`config.mk`:
```
export PLATFORM = sky130hd
export DESIGN_NAME = carry_look_ahead_adder
export DESIGN_NICKNAME = d
export VERILOG_FILES = /design/src/rtl/cla_pkg.sv /design/src/rtl/cla_4bit_block.sv /design/src/rtl/carry_look_ahead_adder.sv
export SDC_FILE = /design/constraint.sdc
export NUM_CORES = 1
export LEC_CHECK = 0
export BUFFER_PORTS_ARGS = -buffer_cell sky130_fd_sc_hd__buf_2
export CORE_UTILIZATION = 51
export DETAILED_ROUTE_END_ITERATION = 10
export PLACE_DENSITY = 0.88
export SLEW_MARGIN = 25
export SYNTH_ARGS = -nofsm -noshare
export SYNTH_HDL_FRONTEND = slang
export SYNTH_SLANG_ARGS = --single-unit
```
`constraint.sdc`:
```
create_clock -name clk -period 1.75 [get_ports clk]
set_input_delay 0.175 -clock clk [delete_from_list [all_inputs] [get_ports clk]]
set_output_delay 0.175 -clock clk [all_outputs]
set_load 0.02 [all_outputs]
```
`src/rtl/cla_pkg.sv`:
```
// Shared types and look-ahead helpers for the two-level carry-look-ahead adder.
// The same 4-input look-ahead serves both the bit tier and the section tier.
package cla_pkg;

   localparam int GROUP_W        = 4;
   localparam int SECTION_GROUPS = 4;

   typedef struct packed {
      logic g;
      logic p;
   } gp_t;

   typedef struct packed {
      logic [3:1] c;
      gp_t        grp;
   } la_t;

   function automatic logic [3:1] carries4(input gp_t [3:0] gp, input logic cin);
      logic [3:1] c;
      c[1] = gp[0].g | (gp[0].p & cin);
      c[2] = gp[1].g | (gp[1].p & gp[0].g) | (gp[1].p & gp[0].p & cin);
      c[3] = gp[2].g | (gp[2].p & gp[1].g) | (gp[2].p & gp[1].p & gp[0].g)
           | (gp[2].p & gp[1].p & gp[0].p & cin);
      return c;
   endfunction

   function automatic gp_t group_gp(input gp_t [3:0] gp);
      gp_t r;
      r.g = gp[3].g | (gp[3].p & gp[2].g) | (gp[3].p & gp[2].p & gp[1].g)
          | (gp[3].p & gp[2].p & gp[1].p & gp[0].g);
      r.p = gp[3].p & gp[2].p & gp[1].p & gp[0].p;
      return r;
   endfunction

   function automatic la_t lookahead4(input gp_t [3:0] gp, input logic cin);
      la_t r;
      r.c   = carries4(gp, cin);
      r.grp = group_gp(gp);
      return r;
   endfunction

endpackage

```
`src/rtl/cla_4bit_block.sv`:
```
// 4-bit look-ahead group: sum bits from an incoming group carry, plus group G/P.
// G/P are formed without the carry-in so they never sit behind the carry path.
module cla_4bit_block
   import cla_pkg::*;
(
   input  logic [3:0] a,
   input  logic [3:0] b,
   input  logic       cin,
   output logic [3:0] sum,
   output logic       G,
   output logic       P
);

   gp_t  [3:0] gp;
   logic [3:0] p_bits;
   logic [3:1] c_int;
   gp_t        grp;

   always_comb begin
      for (int i = 0; i < 4; i++) begin
         gp[i].g = a[i] & b[i];
         gp[i].p = a[i] ^ b[i];
      end
   end

   assign p_bits = a ^ b;
   assign c_int  = carries4(gp, cin);
   assign grp    = group_gp(gp);

   assign sum = p_bits ^ {c_int, cin};
   assign G   = grp.g;
   assign P   = grp.p;

endmodule

```
`src/rtl/carry_look_ahead_adder.sv`:
```
// Two-level carry-look-ahead adder with a registered {cout, sum} stage.
// Define CLA_OVF_EN to add the registered signed-overflow output ovf.
module carry_look_ahead_adder
   import cla_pkg::*;
#(
   parameter int WIDTH = 32
)(
   input  logic             clk,
   input  logic             rst,
   input  logic [WIDTH-1:0] a,
   input  logic [WIDTH-1:0] b,
   input  logic             cin,
   output logic [WIDTH-1:0] sum,
   output logic             cout
`ifdef CLA_OVF_EN
   ,
   output logic             ovf
`endif
);

   localparam int NG = WIDTH / GROUP_W;
   localparam int NS = NG / SECTION_GROUPS;

   logic [NG-1:0]    grp_g;
   logic [NG-1:0]    grp_p;
   logic [NG-1:0]    grp_c;
   logic [NS-1:0]    sec_g;
   logic [NS-1:0]    sec_p;
   logic [NS:0]      sec_c;
   logic [WIDTH-1:0] sum_d;

   for (genvar gi = 0; gi < NG; gi++) begin : g_grp
      cla_4bit_block u_blk (
         .a   (a[GROUP_W*gi +: GROUP_W]),
         .b   (b[GROUP_W*gi +: GROUP_W]),
         .cin (grp_c[gi]),
         .sum (sum_d[GROUP_W*gi +: GROUP_W]),
         .G   (grp_g[gi]),
         .P   (grp_p[gi])
      );
   end

   for (genvar si = 0; si < NS; si++) begin : g_sec
      gp_t  [3:0] sgp;
      gp_t        sgrp;
      logic [3:1] sc;

      always_comb begin
         for (int j = 0; j < SECTION_GROUPS; j++) begin
            sgp[j].g = grp_g[SECTION_GROUPS*si + j];
            sgp[j].p = grp_p[SECTION_GROUPS*si + j];
         end
      end

      assign sc    = carries4(sgp, sec_c[si]);
      assign sgrp  = group_gp(sgp);
      assign sec_g[si] = sgrp.g;
      assign sec_p[si] = sgrp.p;

      assign grp_c[SECTION_GROUPS*si]          = sec_c[si];
      assign grp_c[SECTION_GROUPS*si+1 +: 3]   = sc;
   end

   // Flat sum-of-products over section G*/P*; no carry chains between sections.
   always_comb begin
      logic term;
      logic acc;
      term  = 1'b0;
      acc   = 1'b0;
      sec_c = '0;
      sec_c[0] = cin;
      for (int k = 1; k <= NS; k++) begin
         term = cin;
         for (int m = 0; m < k; m++) term = term & sec_p[m];
         acc = term;
         for (int j = 0; j < k; j++) begin
            term = sec_g[j];
            for (int m = j + 1; m < k; m++) term = term & sec_p[m];
            acc = acc | term;
         end
         sec_c[k] = acc;
      end
   end

`ifdef CLA_OVF_EN
   logic c_msb;
   assign c_msb = a[WIDTH-1] ^ b[WIDTH-1] ^ sum_d[WIDTH-1];
`endif

   always_ff @(posedge clk or posedge rst) begin
      if (rst) begin
         sum  <= '0;
         cout <= 1'b0;
`ifdef CLA_OVF_EN
         ovf  <= 1'b0;
`endif
      end else begin
         sum  <= sum_d;
         cout <= sec_c[NS];
`ifdef CLA_OVF_EN
         ovf  <= c_msb ^ sec_c[NS];
`endif
      end
   end

endmodule

```
**After elaboration in Yosys (flattened, before gate mapping)**

Index checks and enable logic that the tools add are counted.

- Register bits after elaboration: 33
- Latch bits: 0
- Memory bits (writable): 0
- Bits in read-only memories: 0
- Input bits: 67
- Output and inout bits: 33
- Word-level logic and storage cells: 328
- Memories kept: 0

- Add/subtract/negate cells: 0
- Multiply operators: 0
- Divide/modulo/power cells: 0
- Order comparisons: 0
- Equal/unequal tests: 0
- Shifts and indexed selects: 0
- Multiplexer cells: 0
- Bitwise gates (word level): 326
- Reductions and logical operators: 0

Operators with widths:

| operator | number |
|---|---|
| $and A1 B1 Y1 | 185 |
| $or A1 B1 Y1 | 93 |
| $xor A4 B4 Y4 | 16 |
| $xor A1 B1 Y1 | 32 |

**Longest topological paths before layout**

- Word-level depth: 15
- Gate-level depth with buffers: 10
- Mapped depth without buffers: 10

**Modules after synthesis**

A second synthesis with hierarchy kept.

- Cells, all modules: 188
- Area, all modules: 2,194.6 µm²

By module, submodules not included:

| module | instances | cells each | area each (µm²) | sequential area each (µm²) |
|---|---|---|---|---|
| cla_4bit_block at g_grp[1].u_blk ... | 7 | 17 | 155.1 | 0.0 |
| carry_look_ahead_adder | 1 | 48 | 938.4 | 825.8 |
| cla_4bit_block at g_grp[0].u_blk | 1 | 21 | 170.2 | 0.0 |

**Worst setup path before layout**

Ideal clock, no wire load.

- Path type: input -> register
- From: input port a[2]
- To: register sum[25]
- Data arrival time: 2.271 ns
- Path slack: -0.648 ns
- Cell stages on the path: 10
- Path buffers: 0
- Cell sequence: ha_1 and2_4 a221o_1 o2111ai_1 and3_4 inv_4 o2111ai_4 nand2_1 fa_1 xor2_1

- Word-level cells in the longest chain between the ends: 13
- Elaborated cells between the ends (all ways): 21
- Those cells by class: bitwise (21)

Ends and longest elaborated chain:

| element | RTL line | RTL |
|---|---|---|
| start: declaration | carry_look_ahead_adder.sv:10 | `input logic [WIDTH-1:0] a,` |
| $and A1 B1 Y1 / $xor A1 B1 Y1 (equally long branches) | cla_4bit_block.sv:21, cla_4bit_block.sv:22 |  |
| $and A1 B1 Y1 (on tied branches) | cla_pkg.sv:29, cla_pkg.sv:30, cla_pkg.sv:31 |  |
| $or A1 B1 Y1, or another cell as far along | cla_pkg.sv:29 | `r.g = gp[3].g \| (gp[3].p & gp[2].g) \| (gp[3].p & gp[2].p & gp[1].g)` |
| $or A1 B1 Y1 / $and A1 B1 Y1 (equally long branches) | cla_pkg.sv:29, cla_pkg.sv:30 |  |
| $or A1 B1 Y1 | cla_pkg.sv:30 | `\| (gp[3].p & gp[2].p & gp[1].p & gp[0].g);` |
| $and A1 B1 Y1 | cla_pkg.sv:30 |  |
| $or A1 B1 Y1 | cla_pkg.sv:30 |  |
| $or A1 B1 Y1 * | carry_look_ahead_adder.sv:79 | `acc = acc \| term;` |
| $and A1 B1 Y1 * | cla_pkg.sv:21 | `c[2] = gp[1].g \| (gp[1].p & gp[0].g) \| (gp[1].p & gp[0].p & cin);` |
| $or A1 B1 Y1 * | cla_pkg.sv:21 |  |
| $and A1 B1 Y1 * | cla_pkg.sv:20 | `c[1] = gp[0].g \| (gp[0].p & cin);` |
| $or A1 B1 Y1 * | cla_pkg.sv:20 |  |
| $xor A4 B4 Y4 * | cla_4bit_block.sv:30 | `assign sum = p_bits ^ {c_int, cin};` |
| named net g_grp[6].u_blk.sum[1] | cla_4bit_block.sv:9 | `output logic [3:0] sum,` |
| end signal: assignment | carry_look_ahead_adder.sv:98 | `sum <= sum_d;` |
| end: declaration | carry_look_ahead_adder.sv:13 | `output logic [WIDTH-1:0] sum,` |

Mark *: on every way through the listed nets, which the timed path passes. The rest lies on a longest branch.

**Worst setup path in the final report**

- From: input port b[15]
- To: register sum[31]

- Word-level cells in the longest chain between the ends: 14
- Elaborated cells between the ends (all ways): 27
- Those cells by class: bitwise (27)

Ends and longest elaborated chain:

| element | RTL line | RTL |
|---|---|---|
| start: declaration | carry_look_ahead_adder.sv:11 | `input logic [WIDTH-1:0] b,` |
| $xor A1 B1 Y1 | cla_4bit_block.sv:22 | `gp[i].p = a[i] ^ b[i];` |
| $and A1 B1 Y1 (on tied branches) | cla_pkg.sv:29, cla_pkg.sv:30, cla_pkg.sv:31 |  |
| $and A1 B1 Y1, or another cell as far along | cla_pkg.sv:30, cla_pkg.sv:31 |  |
| $and A1 B1 Y1, or another cell as far along | cla_pkg.sv:31 | `r.p = gp[3].p & gp[2].p & gp[1].p & gp[0].p;` |
| $and A1 B1 Y1, or another cell as far along | cla_pkg.sv:29, cla_pkg.sv:30, cla_pkg.sv:31 |  |
| $and A1 B1 Y1, or another cell as far along | cla_pkg.sv:30, cla_pkg.sv:31 |  |
| $and A1 B1 Y1, or another cell as far along | cla_pkg.sv:31 |  |
| $and A1 B1 Y1 / $or A1 B1 Y1 (equally long branches) | carry_look_ahead_adder.sv:74, cla_pkg.sv:30 |  |
| $or A1 B1 Y1 * | carry_look_ahead_adder.sv:79 |  |
| $and A1 B1 Y1 * | cla_pkg.sv:23 | `\| (gp[2].p & gp[1].p & gp[0].p & cin);` |
| $or A1 B1 Y1 * | cla_pkg.sv:23 |  |
| $and A1 B1 Y1 * | cla_pkg.sv:23 |  |
| $or A1 B1 Y1 * | cla_pkg.sv:23 |  |
| $xor A4 B4 Y4 * | cla_4bit_block.sv:30 |  |
| named net g_grp[7].u_blk.sum[3] | cla_4bit_block.sv:9 |  |

Marked as above.

==> qor.yml <==
sta:
  fin_crit_ns: 2.196
  setup_viol: 25
  worst_pin_slew_ns: 0.4577
  whs_ns: 0.2210
  timing.final.max_slew_violations: 0
  fin_ws_ns: -0.4464
  maxSlewHeadroom_pct: 69.48
  rsz0062_at_grt: "yes"
  period_share_pct: 125.5
  finalHoldViolCount: 0
  max_freq_mhz: 455.3
routing:
  ant_nets: 0
  vias_per_cell: 5.998
  top_layer: "met4"
  firstDrtPassIters: 6
  met2_wirelength_um: 4769
  routed-wl-met3_um: 683
  avgRoutedWirePerCell_um: 20.86
  drt-met1-wl_um: 3009
  drt-total-wl_um: 9222
  initialDrtViolationCount: 192
  post-route-drc-count: 0
  via_count: 2651
layout:
  n_antenna_cell: 0
  area_growth_pct: 67.53
  final_util_pct: 92.21
  nFillCells: 159
  drive_gt1_share_pct: 58.16
  final_net_count: 499
global_route:
  grt_max_degree: 34
  grt_pass1_vias: 2523
  track_usage_pct: 33.17
  gr-total-overflow: 0
  antenna_found_initial: 0
  grt_pass1_wl_um: 11140
worst_setup_path:
  worstPathMaxFanout: 5
  critPathLaunchType: "input port"
  cp_cell_sequence: "buf_2 -> ha_4 -> nand4_1 -> nor3_2 -> o2111ai_1 -> and3_4 -> inv_4 -> o2111ai_4 -> buf_6 -> a2111oi_4 -> a211o_1"
  crit_family: "compound AO/OA/AOI/OAI gates"
  crit_type: "input port to flip-flop"
  critPathRequiredTime_ns: 1.98
  critPathSlowestCell: "a2111oi_4"
  path_buf_inv: 3
  critPathMaxStageDelay_ns: 0.34
  cp.arrival_ns: 2.42
  cp-end-kind: "flip-flop"
run_status:
  violations: "negative setup slack"
  status: "finished, violations left"
synthesis:
  synth_top_area_cell: "dfrtp_1"
  syn_area_um2: 2281
  yosys.area_share.simple_pct: 12.40
  yosys.cell_types.count: 42
  synth-seq-cells: 33
  synth-xor-area-share_pct: 8.064
  ys_seq_area_share_pct: 36.20
  syn_inst: 215
  syn_nets: 322
  synth_fa_ha_area_share_pct: 24.57
  synth_compound_area_share_pct: 16.68
  syn_area_per_cell_um2: 10.61
  synth.mux.area_fraction_pct: 0.4937
  synth_area_leaders: "dfrtp_1, ha_1, fa_1, a21oi_1, xor2_1"
  synth_top_family_by_area: "adder cells"
  synth.top_cell.area_share_pct: 36.20
  ys_warn_count: 0
clocking:
  clock_sinks: 33
  clk_pin_slew_worst_paths_ns: 0.06
  htreeDepth: 2
  cts-root-buf: "clkbuf_8"
  cts_tree: "built"
  cts_buffer_depth: 2
  cts_made_buffers: 5
die:
  fp.dieH_um: 68.88
  die_w_um: 68.88
  die-area_um2: 4744
  coreArea_um2: 4144
  start_util_pct: 55.04
  ios: 100
  rows: 23
power:
  cellLeakagePower_nw: 1.907
  ir_worst_vdd_uv: 469.0
  powerDensity_nw_per_um2: 789.7
job:
  max-cap-violations: 0
hold_path:
  hp-class: "input port to flip-flop"
placement:
  dpl.hpwl_um: 5217
  portBuffers: 99
  gp_congestion: 0.8667
[cell families (layout without fill, tap and decap cells)]
| group | after synthesis | after routing |
|---|---|---|
| and+or+nand+nor | 54 | 54 |
| buffers and inverters | 9 | 186 |
| AOI/OAI and AO/OA | 57 | 57 |
| adders and majority gates | 40 | 40 |
| muxes | 1 | 1 |
| DFF | 33 | 33 |
| xor gates and xnor gates | 21 | 21 |
[state kept, by name (all words and copies together), names as in the netlist]
register and flops:
cout 1, sum 32
[synthesized netlist by cell type, drive strengths merged]
| cell | n |
|---|---|
| nor4 | 2 |
| o31ai | 1 |
| a2111oi | 1 |
| o2111ai | 2 |
| dfrtp | 33 |
| a211o | 1 |
| a221oi | 1 |
| a21o | 9 |
| a211oi | 2 |
| a21oi | 25 |
| fa | 8 |
| nor3 | 3 |
| nand2b | 1 |
| nand4 | 5 |
| nand2 | 16 |
| nor3b | 1 |
| xnor2 | 9 |
| o21ai | 9 |
| inv | 9 |
| a221o | 1 |
| o21bai | 3 |
| ha | 32 |
| mux2 | 1 |
| nor2 | 9 |
| nand3b | 1 |
| and3b | 1 |
| or2 | 2 |
| nand3 | 6 |
| xor2 | 12 |
| nor2b | 2 |
| a31oi | 1 |
| a41oi | 1 |
| and3 | 3 |
| and2 | 2 |
[worst paths after layout]
| check | cells past startpoint | from | end |
|---|---|---|---|
| min in group asynchronous | 4 | rst | sum[13] |
| worst min-delay path | 2 | b[28] | sum[28] |
| worst max-delay path | 11 | b[15] | sum[31] |
| max in group asynchronous | 4 | rst | sum[6] |
[where the power goes]
group | internal (mW) | total [mW] | switching, mW | leakage, nW
Clock | 0.312 | 0.588 | 0.276 | 0.0443
Combinational | 0.639 | 1.46 | 0.818 | 1.48
Sequential | 0.924 | 0.974 | 0.0499 | 0.385
Total | 1.87 | 3.02 | 1.14 | 1.91
[repair_timing]
item                       4_1_cts  5_1_grt
hold endpoints to repair        33        0
hold buffers                     1        0
resized for setup               28       32
pin swaps                       13       21
setup buffers                    2        7
setup endpoints to repair       24       27
[final cells by class]
type	instances	area [um^2]	area share, %
Multi-Input combinational cell	173	1715	44.89
Timing Repair Buffer	170	1095	28.65
Sequential cell	33	825.8	21.61
Clock buffer	7	86.33	2.259
Tap cell	50	62.56	1.637
Inverter	9	36.28	0.9496
[metal layers]
layer,vias to the layer above,track usage (%)
met4,0,23.21
met3,78,9.211
met2,192,59.10
li1,1136,-
met5,-,0
met1,1245,32.92
[layout by cell type, fill, tap and decap left out, types with 2 or more instances in the layout]
cell type	instances
nor2_2	2
nand3_1	5
xor2_1	12
inv_1	8
ha_1	23
a21oi_1	14
fa_2	4
nand2_2	2
fa_1	4
buf_2	90
a21oi_2	10
o21ai_2	4
ha_4	9
buf_6	11
buf_4	68
o21bai_1	3
o21ai_0	2
nand4_1	5
o21ai_1	2
nor2_1	7
clkbuf_8	6
nor3_2	3
dfrtp_1	33
xnor2_1	9
nor2b_1	2
nand2_1	14
a21o_1	8
[through the flow]
step           power, mW  area (um^2)  setup TNS (ns)  instances  setup WS, ns
2_1_floorplan      1.649         2330          -4.142        215       -0.4739
3_3_place_gp       2.123         3353          -11.97        426       -0.6907
3_5_place_dp       2.189         3353          -14.61        426       -0.8441
4_1_cts            2.840         3617          -4.042        436       -0.3285
5_1_grt            3.169         3821          -10.22        442       -0.6264
6_report           3.018         3821          -6.656        442       -0.4464
(Power assumes the default switching activity.)
